===== src/rtl/node_port_arbiter.sv =====
// node_port_arbiter
// Shares one ring-node routing controller between three traffic sources
// (right ring, left ring, local injection). A round-robin winner is accepted
// in IDLE, the instruction and its port code are latched, controller_enable
// strobes for one cycle (ISSUE), and the instruction is held (HOLD) until
// link_ready or until HOLD_TIMEOUT cycles expire.
//
// Optional build macro: RING_PRIORITY_EN
//   defined   -> ring sources (bit0/bit1) alternate between themselves; the
//                local source is served only when no ring source is requesting.
//   undefined -> plain 3-way round-robin over all sources.
module node_port_arbiter #(
  parameter int HOLD_TIMEOUT     = 15,
  parameter int NODE_IP_BITWIDTH = 3
) (
  input  logic        clk,
  input  logic        reset,
  input  logic [2:0]  in_valid,
  input  logic [31:0] in_instr0,
  input  logic [31:0] in_instr1,
  input  logic [31:0] in_instr2,
  output logic [2:0]  in_ready,
  input  logic        link_ready,
  output logic [31:0] instruction_out,
  output logic [1:0]  source_port,
  output logic        controller_enable,
  output logic        busy,
  output logic        timeout_err
);

  // The node-ID field travels inside the instruction untouched; it only has
  // to fit within the 32-bit word.
  if (NODE_IP_BITWIDTH < 1 || NODE_IP_BITWIDTH > 32) begin : g_bad_node_width
    $error("node_port_arbiter: NODE_IP_BITWIDTH must be within 1..32");
  end

  localparam bit TIMEOUT_ON  = (HOLD_TIMEOUT > 0);
  localparam int CNT_W       = (HOLD_TIMEOUT > 0) ? $clog2(HOLD_TIMEOUT + 1) : 1;
  localparam int TO_LAST_INT = (HOLD_TIMEOUT > 0) ? (HOLD_TIMEOUT - 1) : 0;
  localparam logic [CNT_W-1:0] TO_LAST = CNT_W'(TO_LAST_INT);
  localparam logic [CNT_W-1:0] CNT_MAX = {CNT_W{1'b1}};

  typedef enum logic [1:0] {
    IDLE  = 2'd0,
    ISSUE = 2'd1,
    HOLD  = 2'd2
  } state_t;

  state_t           state_q;
  logic [1:0]       rr_last_q;
  logic [CNT_W-1:0] hold_cnt_q;
  logic [CNT_W-1:0] hold_cnt_d;
  logic [31:0]      instr_q;
  logic [1:0]       port_q;
  logic             enable_q;
  logic             busy_q;
  logic             timeout_q;

  logic [2:0]       grant_s;
  logic [1:0]       grant_idx_s;
  logic [31:0]      grant_instr_s;

  // Round-robin pick: the search begins one past the last winner and wraps.
  function automatic logic [2:0] rr_pick(input logic [1:0] last, input logic [2:0] valid);
    logic [2:0] g;
    g = 3'b000;
`ifdef RING_PRIORITY_EN
    if (valid[1:0] != 2'b00) begin
      if (last == 2'd0) begin
        g = valid[1] ? 3'b010 : 3'b001;
      end else begin
        g = valid[0] ? 3'b001 : 3'b010;
      end
    end else begin
      g = valid[2] ? 3'b100 : 3'b000;
    end
`else
    case (last)
      2'd0: begin
        if (valid[1])      g = 3'b010;
        else if (valid[2]) g = 3'b100;
        else if (valid[0]) g = 3'b001;
        else               g = 3'b000;
      end
      2'd1: begin
        if (valid[2])      g = 3'b100;
        else if (valid[0]) g = 3'b001;
        else if (valid[1]) g = 3'b010;
        else               g = 3'b000;
      end
      default: begin
        if (valid[0])      g = 3'b001;
        else if (valid[1]) g = 3'b010;
        else if (valid[2]) g = 3'b100;
        else               g = 3'b000;
      end
    endcase
`endif
    return g;
  endfunction

  // One-hot grant to 2-bit source port code.
  function automatic logic [1:0] grant_to_port(input logic [2:0] g);
    logic [1:0] p;
    case (g)
      3'b001:  p = 2'b00;
      3'b010:  p = 2'b01;
      3'b100:  p = 2'b10;
      default: p = 2'b00;
    endcase
    return p;
  endfunction

  // Grant is only offered while idle; busy states never accept a request.
  always_comb begin
    grant_s = 3'b000;
    if (state_q == IDLE) begin
      grant_s = rr_pick(rr_last_q, in_valid);
    end else begin
      grant_s = 3'b000;
    end
  end

  // Winner's port code and instruction word.
  always_comb begin
    grant_idx_s   = grant_to_port(grant_s);
    grant_instr_s = 32'h0000_0000;
    case (grant_idx_s)
      2'b00:   grant_instr_s = in_instr0;
      2'b01:   grant_instr_s = in_instr1;
      default: grant_instr_s = in_instr2;
    endcase
  end

  // Saturating increment of the HOLD wait counter.
  always_comb begin
    hold_cnt_d = hold_cnt_q;
    if (hold_cnt_q != CNT_MAX) begin
      hold_cnt_d = hold_cnt_q + CNT_W'(1);
    end else begin
      hold_cnt_d = hold_cnt_q;
    end
  end

  // Arbiter FSM with registered strobe, status and payload outputs.
  always_ff @(posedge clk) begin
    if (reset) begin
      state_q    <= IDLE;
      rr_last_q  <= 2'b10;
      hold_cnt_q <= '0;
      instr_q    <= 32'h0000_0000;
      port_q     <= 2'b00;
      enable_q   <= 1'b0;
      busy_q     <= 1'b0;
      timeout_q  <= 1'b0;
    end else begin
      enable_q  <= 1'b0;
      timeout_q <= 1'b0;
      case (state_q)
        IDLE: begin
          if (grant_s != 3'b000) begin
            instr_q  <= grant_instr_s;
            port_q   <= grant_idx_s;
`ifdef RING_PRIORITY_EN
            // Local grants leave the ring alternation untouched.
            if (grant_s[2] == 1'b0) begin
              rr_last_q <= grant_idx_s;
            end else begin
              rr_last_q <= rr_last_q;
            end
`else
            rr_last_q <= grant_idx_s;
`endif
            enable_q <= 1'b1;
            busy_q   <= 1'b1;
            state_q  <= ISSUE;
          end else begin
            busy_q  <= 1'b0;
            state_q <= IDLE;
          end
        end
        ISSUE: begin
          hold_cnt_q <= '0;
          busy_q     <= 1'b1;
          state_q    <= HOLD;
        end
        HOLD: begin
          if (link_ready) begin
            busy_q  <= 1'b0;
            state_q <= IDLE;
          end else if (TIMEOUT_ON && (hold_cnt_q == TO_LAST)) begin
            hold_cnt_q <= hold_cnt_d;
            timeout_q  <= 1'b1;
            busy_q     <= 1'b0;
            state_q    <= IDLE;
          end else begin
            hold_cnt_q <= hold_cnt_d;
            busy_q     <= 1'b1;
            state_q    <= HOLD;
          end
        end
        default: begin
          busy_q  <= 1'b0;
          state_q <= IDLE;
        end
      endcase
    end
  end

  assign in_ready          = grant_s;
  assign instruction_out   = instr_q;
  assign source_port       = port_q;
  assign controller_enable = enable_q;
  assign busy              = busy_q;
  assign timeout_err       = timeout_q;

endmodule


===== config.mk =====
export PLATFORM = sky130hd
export DESIGN_NAME = node_port_arbiter
export DESIGN_NICKNAME = d
export VERILOG_FILES = /design/src/rtl/node_port_arbiter.sv
export SDC_FILE = /design/constraint.sdc
export NUM_CORES = 1
export LEC_CHECK = 0
export CORE_UTILIZATION = 30
export CTS_BUF_LIST = sky130_fd_sc_hd__clkbuf_2 sky130_fd_sc_hd__clkbuf_4 sky130_fd_sc_hd__clkbuf_8
export CTS_CLUSTER_SIZE = 28
export DETAILED_ROUTE_END_ITERATION = 10
export GPL_TIMING_DRIVEN = 0
export PLACE_DENSITY = 0.71
export SYNTH_ARGS = -nofsm -noshare
export SYNTH_HDL_FRONTEND = slang
export SYNTH_SLANG_ARGS = --single-unit

===== constraint.sdc =====
create_clock -name clk -period 4 [get_ports clk]
set_input_delay 0.8 -clock clk [delete_from_list [all_inputs] [get_ports clk]]
set_output_delay 0.8 -clock clk [all_outputs]
set_load 0.005 [all_outputs]

==> qor.yml, run 1 <==
place:
  io_buffers: 141
  dpl-instance-area_um2: 3500
  place_hpwl_um: 4730
  place.gp.congestion: 0.715
clock_tree:
  cts_buffers: 5
  cts-root-buf: "clkbuf_8"
  cts_resized: 0
  max-clock-path-buffers: 2
  cts_tree: "done"
  cts_hold_buf: 0
  post_cts_buffers: 0
  cts.reportedPaths.clkPinSlew_ns: 0.07
  cts_sinks: 44
  htreeDepth: 2
  clock_insertion_delay_worst_skew_ns: 0.29
floorplan:
  die_h_um: 83.5
  die_width_um: 83.5
  start_util: 0.312
  io_pins: 142
  core_area_um2: 6390
  rows: 29
  dieArea_um2: 6970
synth:
  syn-num-nets: 308
  syn-mean-instance-area_um2: 9.76
  syn_inst: 204
  ys_types: 28
  synth_area_leaders: "dfxtp_1 (44%), mux2i_1 (16%), a22oi_1 (12%), o21ai_0 (7.0%), buf_4 (1.9%)"
  synth_seq_area_share: 0.442
  synth_top_area_share: 0.442
  synth_top_area_cell: "dfxtp_1"
  syn_area_um2: 1990
  ys_warn_count: 0
  ys_ff_latch: 44
power:
  peakVddDrop_mv: 0.192
  powerDensity_nw_per_um2: 322
  p_leak_nw: 1.49
  power_mw: 1.15
grt:
  gr-usage-all-layers: 0.178
  grt-ovfl-total: 0
  grt_first_pass_wirelength_um: 9900
  grt_pass1_vias: 2095
  antenna_found_initial: 0
  grt_max_degree: 13
detailed_routing:
  vias: 2116
  routedWlPerCell_um: 14.3
  via_per_inst: 4.93
  antenna_left: 0
  firstDrtPassIters: 4
  drc: 0
  drt-initial-drc-count: 48
  wl_um: 6130
worst_setup_path:
  cp_slowest_stage_delay_ns: 0.57
  crit_fanout: 10
  worstPathRequired_ns: 3.20
  end_kind: "output port"
  cp_slowest_cell: "clkdlybuf4s50_1"
  worstPathArrival_ns: 2.66
  worstSetupPathType: "primary input to output port"
  ff2ff_path_depth: 6
  path_cells: "clkdlybuf4s50_1, nor2b_1, o22ai_1, nand3_1, buf_4, buf_4, inv_1, clkdlybuf4s50_1"
  cp-start-kind: "primary input"
sta:
  rsz0062_at_grt: "false"
  slew_violations: 0
  finClkSkew_ns: 0.00497
  setup_viol: 0
  clock.fmax_mhz: 289
  period_minus_slack_ns: 3.46
  tightestPinTransition_ns: 0.444
  hold_viol: 0
  period_share: 0.866
  relSlewSlack: 0.704
  tns_ns: 0
layout:
  drive_gt1_frac: 0.0625
  multiInputGateArea_um2: 1010
  layout_commonest_cell: "clkdlybuf4s50_1"
  seqCellArea_um2: 881
  fin_area_um2: 3580
  final_cell_mix: "clkdlybuf4s50_1 (141), dfxtp_1 (44), mux2i_1 (32), a22oi_1 (32), o21ai_0 (28)"
  fin_nets: 456
  fillers: 621
  areaGrowthSynthToFinish_pct: 79.8
  diodes: 0
flow_run:
  maxCapViolCount: 0
min_path:
  hold_class: "flop to flop"
  whs_path_depth: 2
outcome:
  outcome: "finished clean"
-- Yosys cell counts --
library cell / instances
dfxtp_1: 44
a22oi_1: 32
mux2i_1: 32
o21ai_0: 28
nor2_1: 8
a21oi_1: 6
buf_2: 6
buf_4: 5
clkbuf_1: 5
nand2_1: 5
o21ai_1: 5
inv_1: 4
nor2b_1: 4
nor3_1: 3
ha_1: 2
nand3_1: 2
xor2_1: 2
a31oi_1: 1
a31oi_4: 1
nand4_1: 1
nand4b_1: 1
nor2_2: 1
nor3_2: 1
nor3b_1: 1
o211a_1: 1
o22ai_1: 1
o31ai_4: 1
or3b_1: 1
-- kinds of logic after synthesis --
kind of cell    Yosys count  share of synthesized area
compound gates           76                      0.251
xor+xnor                  2                    0.00880
fa+ha+maj                 2                     0.0126
buf+inv                  20                     0.0509
flops                    44                      0.442
mux                      32                      0.161
simple gates             28                     0.0735
-- registers in the layout (all words and copies together) (netlist names) --
signal,cells
rr_last_q,2
source_port,1
instruction_out,32
timeout_err,1
controller_enable,1
busy,1
state_q,2
hold_cnt_q,4
-- area by class of cell --
class	instances	area share
Clock inverter	1	0.00140
Inverter	4	0.00419
Buffer	16	0.0241
Timing Repair Buffer	141	0.394
Sequential cell	44	0.246
Tap cell	77	0.0269
Multi-Input combinational cell	140	0.282
Clock buffer	6	0.0213
-- stage by stage --
step / hold slack, ns / std cells / setup slack [ns] / utilization
final: 0.473 / 429 / 0.536 / 0.561
after global routing: 0.505 / 429 / 0.377 / 0.561
after floorplan: 0.453 / 204 / 1.70 / -
after detailed placement: 0.467 / 422 / 0.519 / 0.548
after global placement: 0.465 / 422 / 0.602 / 0.548
after CTS: 0.483 / 429 / 0.514 / 0.561
-- path summary, 6_finish.rpt --
check                                     from                 end  slack [ns]
worst max-delay path               in_valid[2]         in_ready[1]        0.54
worst min register to register  source_port[1]      source_port[1]        0.47
worst min-delay path            source_port[1]      source_port[1]        0.47
worst max register to register      state_q[1]  instruction_out[6]        2.26
-- power breakdown --
group	leakage [nW]	switching [mW]	internal [mW]
sequential	0.363	0.0282	0.492
clock	0.0445	0.141	0.126
combinational	1.08	0.130	0.236
-- critical path: cells and delay by family --
family / cells / cell delay (ns)
compound gates: 1 / 0.08
buf+inv: 5 / 1.51
simple gates: 2 / 0.27
-- layer usage --
layer  part of all wire  track usage  vias to the layer above
li1                   -            -                     1052
met1               0.42        0.217                      963
met2               0.48        0.294                       88
met3              0.069       0.0495                       13
met4              0.028       0.0755                        0
met5                  0            0                        -
No activity file was read; power rests on OpenSTA's default activity.
==> run 2: changes to the inputs <==
--- a/config.mk
+++ b/config.mk
@@ -5,12 +5,14 @@
 export SDC_FILE = /design/constraint.sdc
 export NUM_CORES = 1
 export LEC_CHECK = 0
-export CORE_UTILIZATION = 30
+export CELL_PAD_IN_SITES_DETAIL_PLACEMENT = 2
+export CELL_PAD_IN_SITES_GLOBAL_PLACEMENT = 2
+export CORE_UTILIZATION = 20
 export CTS_BUF_LIST = sky130_fd_sc_hd__clkbuf_2 sky130_fd_sc_hd__clkbuf_4 sky130_fd_sc_hd__clkbuf_8
 export CTS_CLUSTER_SIZE = 28
 export DETAILED_ROUTE_END_ITERATION = 10
 export GPL_TIMING_DRIVEN = 0
-export PLACE_DENSITY = 0.71
+export PLACE_DENSITY_LB_ADDON = 0.1
 export SYNTH_ARGS = -nofsm -noshare
 export SYNTH_HDL_FRONTEND = slang
 export SYNTH_SLANG_ARGS = --single-unit
==> run 2 against run 1 <==
Net effect:
- core utilization down 18 points
- die area grew 49%
- critical endpoint unchanged
- critical path type unchanged
- sequential power about the same
- wire length increased by 26%
- register-to-register slack worse by 0.10 ns
==> qor.yml, run 2 (same netlist as run 1, synthesis figures left out) <==
outcome:
  outcome: "finished clean"  # unchanged
clock_tree:
  clock_insertion_delay_worst_skew_ns: 0.30  # was 0.29 ns
  cts-root-buf: "clkbuf_8"  # unchanged
  cts_hold_buf: 0  # unchanged
  cts.reportedPaths.clkPinSlew_ns: 0.10  # was 0.07 ns
  cts_sinks: 44  # unchanged
  cts_resized: 0  # unchanged
  max-clock-path-buffers: 2  # unchanged
  post_cts_buffers: 0  # unchanged
  cts_buffers: 5  # unchanged
  cts_tree: "done"  # unchanged
  htreeDepth: 2  # unchanged
grt:
  grt_max_degree: 14  # was 13
  grt-ovfl-total: 0  # unchanged
  antenna_found_initial: 0  # unchanged
  grt_pass1_vias: 2302  # was 2095
  gr-usage-all-layers: 0.147  # was 0.178
  grt_first_pass_wirelength_um: 11700  # was 9900 um
floorplan:
  dieArea_um2: 10400  # was 6970 um^2
  rows: 36  # was 29
  die_h_um: 102  # was 83.5 um
  start_util: 0.205  # was 0.312
  core_area_um2: 9730  # was 6390 um^2
  io_pins: 142  # unchanged
  die_width_um: 102  # was 83.5 um
layout:
  drive_gt1_frac: 0.0652  # was 0.0625
  layout_commonest_cell: "clkdlybuf4s50_1"  # unchanged
  areaGrowthSynthToFinish_pct: 85.7  # was 79.8%
  final_cell_mix: "clkdlybuf4s50_1 (141), dfxtp_1 (44), mux2i_1 (32), a22oi_1 (32), o21ai_0 (28)"  # unchanged
  fillers: 1127  # was 621
  fin_nets: 456  # unchanged
  largest_reg_flops: 32  # unchanged
place:
  place.gp.congestion: 0.680  # was 0.715
  place_hpwl_um: 6120  # was 4730 um
  io_buffers: 141  # unchanged
  place_ws_ns: 0.559  # was 0.519 ns
detailed_routing:
  drc: 0  # unchanged
  drt-initial-drc-count: 33  # was 48
  firstDrtPassIters: 4  # unchanged
  routedWlPerCell_um: 15.9  # was 14.3 um
  wl_um: 7740  # was 6130 um
  antenna_left: 0  # unchanged
  vias: 2172  # was 2116
  via_per_inst: 4.46  # was 4.93
power:
  p_leak_nw: 1.51  # was 1.49 nW
  powerDensity_nw_per_um2: 346  # was 322 nW/um^2
  peakVddDrop_mv: 0.161  # was 0.192 mV
sta:
  period_minus_slack_ns: 3.42  # was 3.46 ns
  slew_violations: 0  # unchanged
  hold_viol: 0  # unchanged
  rsz0062_at_grt: "false"  # unchanged
  setup_ws_ns: 0.580  # was 0.536 ns
  finClkSkew_ns: 0.0117  # was 0.00497 ns
  tns_ns: 0  # unchanged
  clock.fmax_mhz: 292  # was 289 MHz
  tightestPinTransition_ns: 0.496  # was 0.444 ns
  relSlewSlack: 0.669  # was 0.704
  setup_viol: 0  # unchanged
  period_share: 0.855  # was 0.866
min_path:
  hold_class: "flop to flop"  # unchanged
worst_setup_path:
  worstPathArrival_ns: 2.62  # was 2.66 ns
  cp-start-kind: "primary input"  # unchanged
  end_kind: "output port"  # unchanged
  worstSetupPathType: "primary input to output port"  # unchanged
  worstPathRequired_ns: 3.20  # about the same
  crit_fanout: 10  # unchanged
  r2r_slack_ns: 2.16  # was 2.26 ns
flow_run:
  maxCapViolCount: 0  # unchanged
run 2: cell types whose count changed in the layout (fill, tap and decap cells not counted):
| cell | previous run | this run |
|---|---|---|
| bufinv_16 | 0 | 1 |
| clkbuf_4 | 1 | 0 |
| diode_2 | 0 | 1 |
| clkinv_2 | 1 | 0 |
| clkbuf_8 | 5 | 7 |
run 2: per-stage QoR:
step                      utilization  power (mW)  hold slack (ns)  std cells  instance area [um^2]
after detailed placement        0.367       0.915            0.451        478                  3570
after global placement          0.367       0.906            0.445        478                  3570
after floorplan                     -       0.659            0.453        204                  1990
after global routing            0.380        1.35            0.506        486                  3700
final                           0.380        1.28            0.462        487                  3700
after CTS                       0.380        1.31            0.465        486                  3700
run 2: final timing paths:
path,startpoint,endpoint,cells past startpoint
max reg2reg,state_q[1],instruction_out[9],6
max,in_valid[2],in_ready[1],8
min reg2reg,source_port[1],source_port[1],2
min,source_port[1],source_port[1],2
run 2: cell type report:
type,instances,area (um^2),area share
repair buffers,141,1410,0.382
multi-input cells,140,1010,0.273
flip-flops and latches,44,881,0.238
well taps,133,166,0.0450
clock buffers,7,96.3,0.0260
plain buffers,16,86.3,0.0233
clock inverters,1,30.0,0.00812
inverters,4,15.0,0.00406
diodes,1,2.50,0.000677
run 2: power breakdown:
group          switching (mW)  internal, mW  leakage, nW
clock network           0.163         0.221       0.0645
registers              0.0305         0.492        0.363
logic                   0.137         0.236         1.08
total                   0.331         0.949         1.51
run 2: metal layers:
metal | vias to the layer above | track usage | share of wire
met5 | - | 0 | 0
met4 | 0 | 0.0401 | 0.0059
met3 | 4 | 0.0531 | 0.084
met2 | 82 | 0.256 | 0.50
met1 | 1033 | 0.170 | 0.41
li1 | 1053 | - | -
run 2: worst max-delay path: stages:
cell	delay, ns
clkdlybuf4s50_1	0.49
nor2b_1	0.17
o22ai_1	0.12
nand3_1	0.09
buf_4	0.19
buf_4	0.20
inv_1	0.06
clkdlybuf4s50_1	0.49
==> run 3: changes to the inputs <==
--- a/config.mk
+++ b/config.mk
@@ -7,7 +7,7 @@
 export LEC_CHECK = 0
 export CELL_PAD_IN_SITES_DETAIL_PLACEMENT = 2
 export CELL_PAD_IN_SITES_GLOBAL_PLACEMENT = 2
-export CORE_UTILIZATION = 20
+export CORE_UTILIZATION = 19
 export CTS_BUF_LIST = sky130_fd_sc_hd__clkbuf_2 sky130_fd_sc_hd__clkbuf_4 sky130_fd_sc_hd__clkbuf_8
 export CTS_CLUSTER_SIZE = 28
 export DETAILED_ROUTE_END_ITERATION = 10
==> constraint.sdc (replaced) <==
create_clock -name clk -period 3.15 [get_ports clk]
set_input_delay 0.4725 -clock clk [delete_from_list [all_inputs] [get_ports clk]]
set_output_delay 0.4725 -clock clk [all_outputs]
set_load 0.005 [all_outputs]
==> run 3 against run 2 <==
Net effect:
- sequential share of layout area rose by 0.21 points
- largest power group unchanged
- flip-flop and latch count did not move
- highest routed layer unchanged
- sequential power rose by 27%
==> qor.yml, run 3 (same netlist as run 1, synthesis figures left out) <==
clock_tree:
  max-clock-path-buffers: 2  # unchanged
  cts_sinks: 44  # unchanged
  cts_buffers: 5  # unchanged
  cts_hold_buf: 0  # unchanged
  cts.reportedPaths.clkPinSlew_ns: 0.09  # was 0.10 ns
  clock_insertion_delay_worst_skew_ns: 0.29  # was 0.30 ns
  htreeDepth: 2  # unchanged
  cts_resized: 0  # unchanged
  cts-root-buf: "clkbuf_8"  # unchanged
  cts_tree: "done"  # unchanged
  post_cts_buffers: 0  # unchanged
grt:
  grt_first_pass_wirelength_um: 12300  # was 11700 um
  grt-ovfl-total: 0  # unchanged
  use_met2: 0.248  # was 0.256
  grtUsageMet1: 0.161  # was 0.170
  antenna_found_initial: 0  # unchanged
  grt_pass1_vias: 2391  # was 2302
  grt_use_met3: 0.0545  # was 0.0531
  gr-max-usage-layer: "met2"  # unchanged
  grt_max_degree: 14  # unchanged
  gr-usage-all-layers: 0.142  # was 0.147
detailed_routing:
  drc: 0  # unchanged
  antenna_left: 0  # unchanged
  via_per_inst: 4.39  # was 4.46
  wl_um: 7570  # was 7740 um
  vias: 2145  # was 2172
  drt-initial-drc-count: 37  # was 33
  firstDrtPassIters: 4  # unchanged
  routedWlPerCell_um: 15.5  # was 15.9 um
worst_setup_path:
  cp-start-kind: "primary input"  # unchanged
  worstPathArrival_ns: 2.31  # was 2.62 ns
  worstPathRequired_ns: 2.68  # was 3.20 ns
  end_kind: "output port"  # unchanged
  crit_fanout: 10  # unchanged
  worstSetupPathType: "primary input to output port"  # unchanged
layout:
  final_cell_mix: "clkdlybuf4s50_1 (141), dfxtp_1 (44), mux2i_1 (32), a22oi_1 (32), o21ai_0 (28)"  # unchanged
  fin_area_um2: 3670  # was 3700 um^2
  areaGrowthSynthToFinish_pct: 84.0  # was 85.7%
  diodes: 0  # was 1
  largest_reg_flops: 32  # unchanged
  layout_commonest_cell: "clkdlybuf4s50_1"  # unchanged
  fin_nets: 456  # unchanged
  final_core_util: 0.358  # was 0.380
  drive_gt1_frac: 0.0652  # unchanged
power:
  peakVddDrop_mv: 0.152  # was 0.161 mV
  powerDensity_nw_per_um2: 411  # was 346 nW/um^2
  power_mw: 1.51  # was 1.28 mW
  p_leak_nw: 1.49  # was 1.51 nW
floorplan:
  core_area_um2: 10200  # was 9730 um^2
  dieArea_um2: 10900  # was 10400 um^2
  rows: 37  # was 36
  start_util: 0.195  # was 0.205
  io_pins: 142  # unchanged
  die_h_um: 104  # was 102 um
  die_width_um: 104  # was 102 um
place:
  io_buffers: 141  # unchanged
  place.gp.congestion: 0.701  # was 0.680
  place_hpwl_um: 5960  # was 6120 um
  dpl-instance-area_um2: 3570  # about the same
sta:
  relSlewSlack: 0.664  # was 0.669
  period_share: 0.884
  finClkSkew_ns: 0.00572  # was 0.0117 ns
  setup_viol: 0  # unchanged
  clock.fmax_mhz: 359
  tns_ns: 0  # unchanged
  hold_viol: 0  # unchanged
  period_minus_slack_ns: 2.79
  hold_ws_ns: 0.482  # was 0.462 ns
  tightestPinTransition_ns: 0.504  # was 0.496 ns
  rsz0062_at_grt: "false"  # unchanged
  slew_violations: 0  # unchanged
outcome:
  outcome: "finished clean"  # unchanged
min_path:
  hold_class: "flop to flop"  # unchanged
flow_run:
  maxCapViolCount: 0  # unchanged
run 3: cell count changes in the layout (fill, tap and decap cells not counted), sizes merged:
cell / previous run / this run
clkbuf: 12 / 11
bufinv: 1 / 0
diode: 1 / 0
clkinv: 0 / 2
run 3: cell type report:
cell class / instances / area (um^2)
Fill cell: 1143 / 6570
Buffer: 16 / 86.3
Multi-Input combinational cell: 140 / 1010
Clock buffer: 6 / 82.6
Timing Repair Buffer: 141 / 1410
Inverter: 4 / 15.0
Sequential cell: 44 / 881
Clock inverter: 2 / 10.0
Tap cell: 136 / 170
run 3: where the power goes:
group          switching (mW)  leakage [nW]  internal (mW)
logic                   0.172          1.08          0.300
registers              0.0394         0.363          0.625
clock network           0.195        0.0510          0.175
total                   0.407          1.49           1.10
run 3: critical path, stage by stage:
cell,delay [ns]
clkdlybuf4s50_1,0.51
nor2b_1,0.18
o22ai_1,0.11
nand3_1,0.09
buf_4,0.18
buf_4,0.20
inv_1,0.06
clkdlybuf4s50_1,0.50
run 3: per-layer routing:
metal  routed length (um)  part of all wire
met1                 3150              0.42
met2                 3710              0.49
met3                  636             0.084
met4                   65            0.0086
met5                    0                 0
run 3: final timing paths:
kind | from | end | slack [ns] | cells after the start
setup / recovery | in_valid[2] | in_ready[1] | 0.36 | 8
hold / removal | source_port[1] | source_port[1] | 0.48 | 2
setup reg to reg | state_q[1] | instruction_out[0] | 1.34 | 6
hold reg to reg | source_port[1] | source_port[1] | 0.48 | 2
run 3: stage by stage:
step                setup WS, ns  cells
global route               0.234    489
CTS                        0.325    489
detailed placement         0.336    481
floorplan                   1.51    204
global placement           0.377    481
finish                     0.365    489
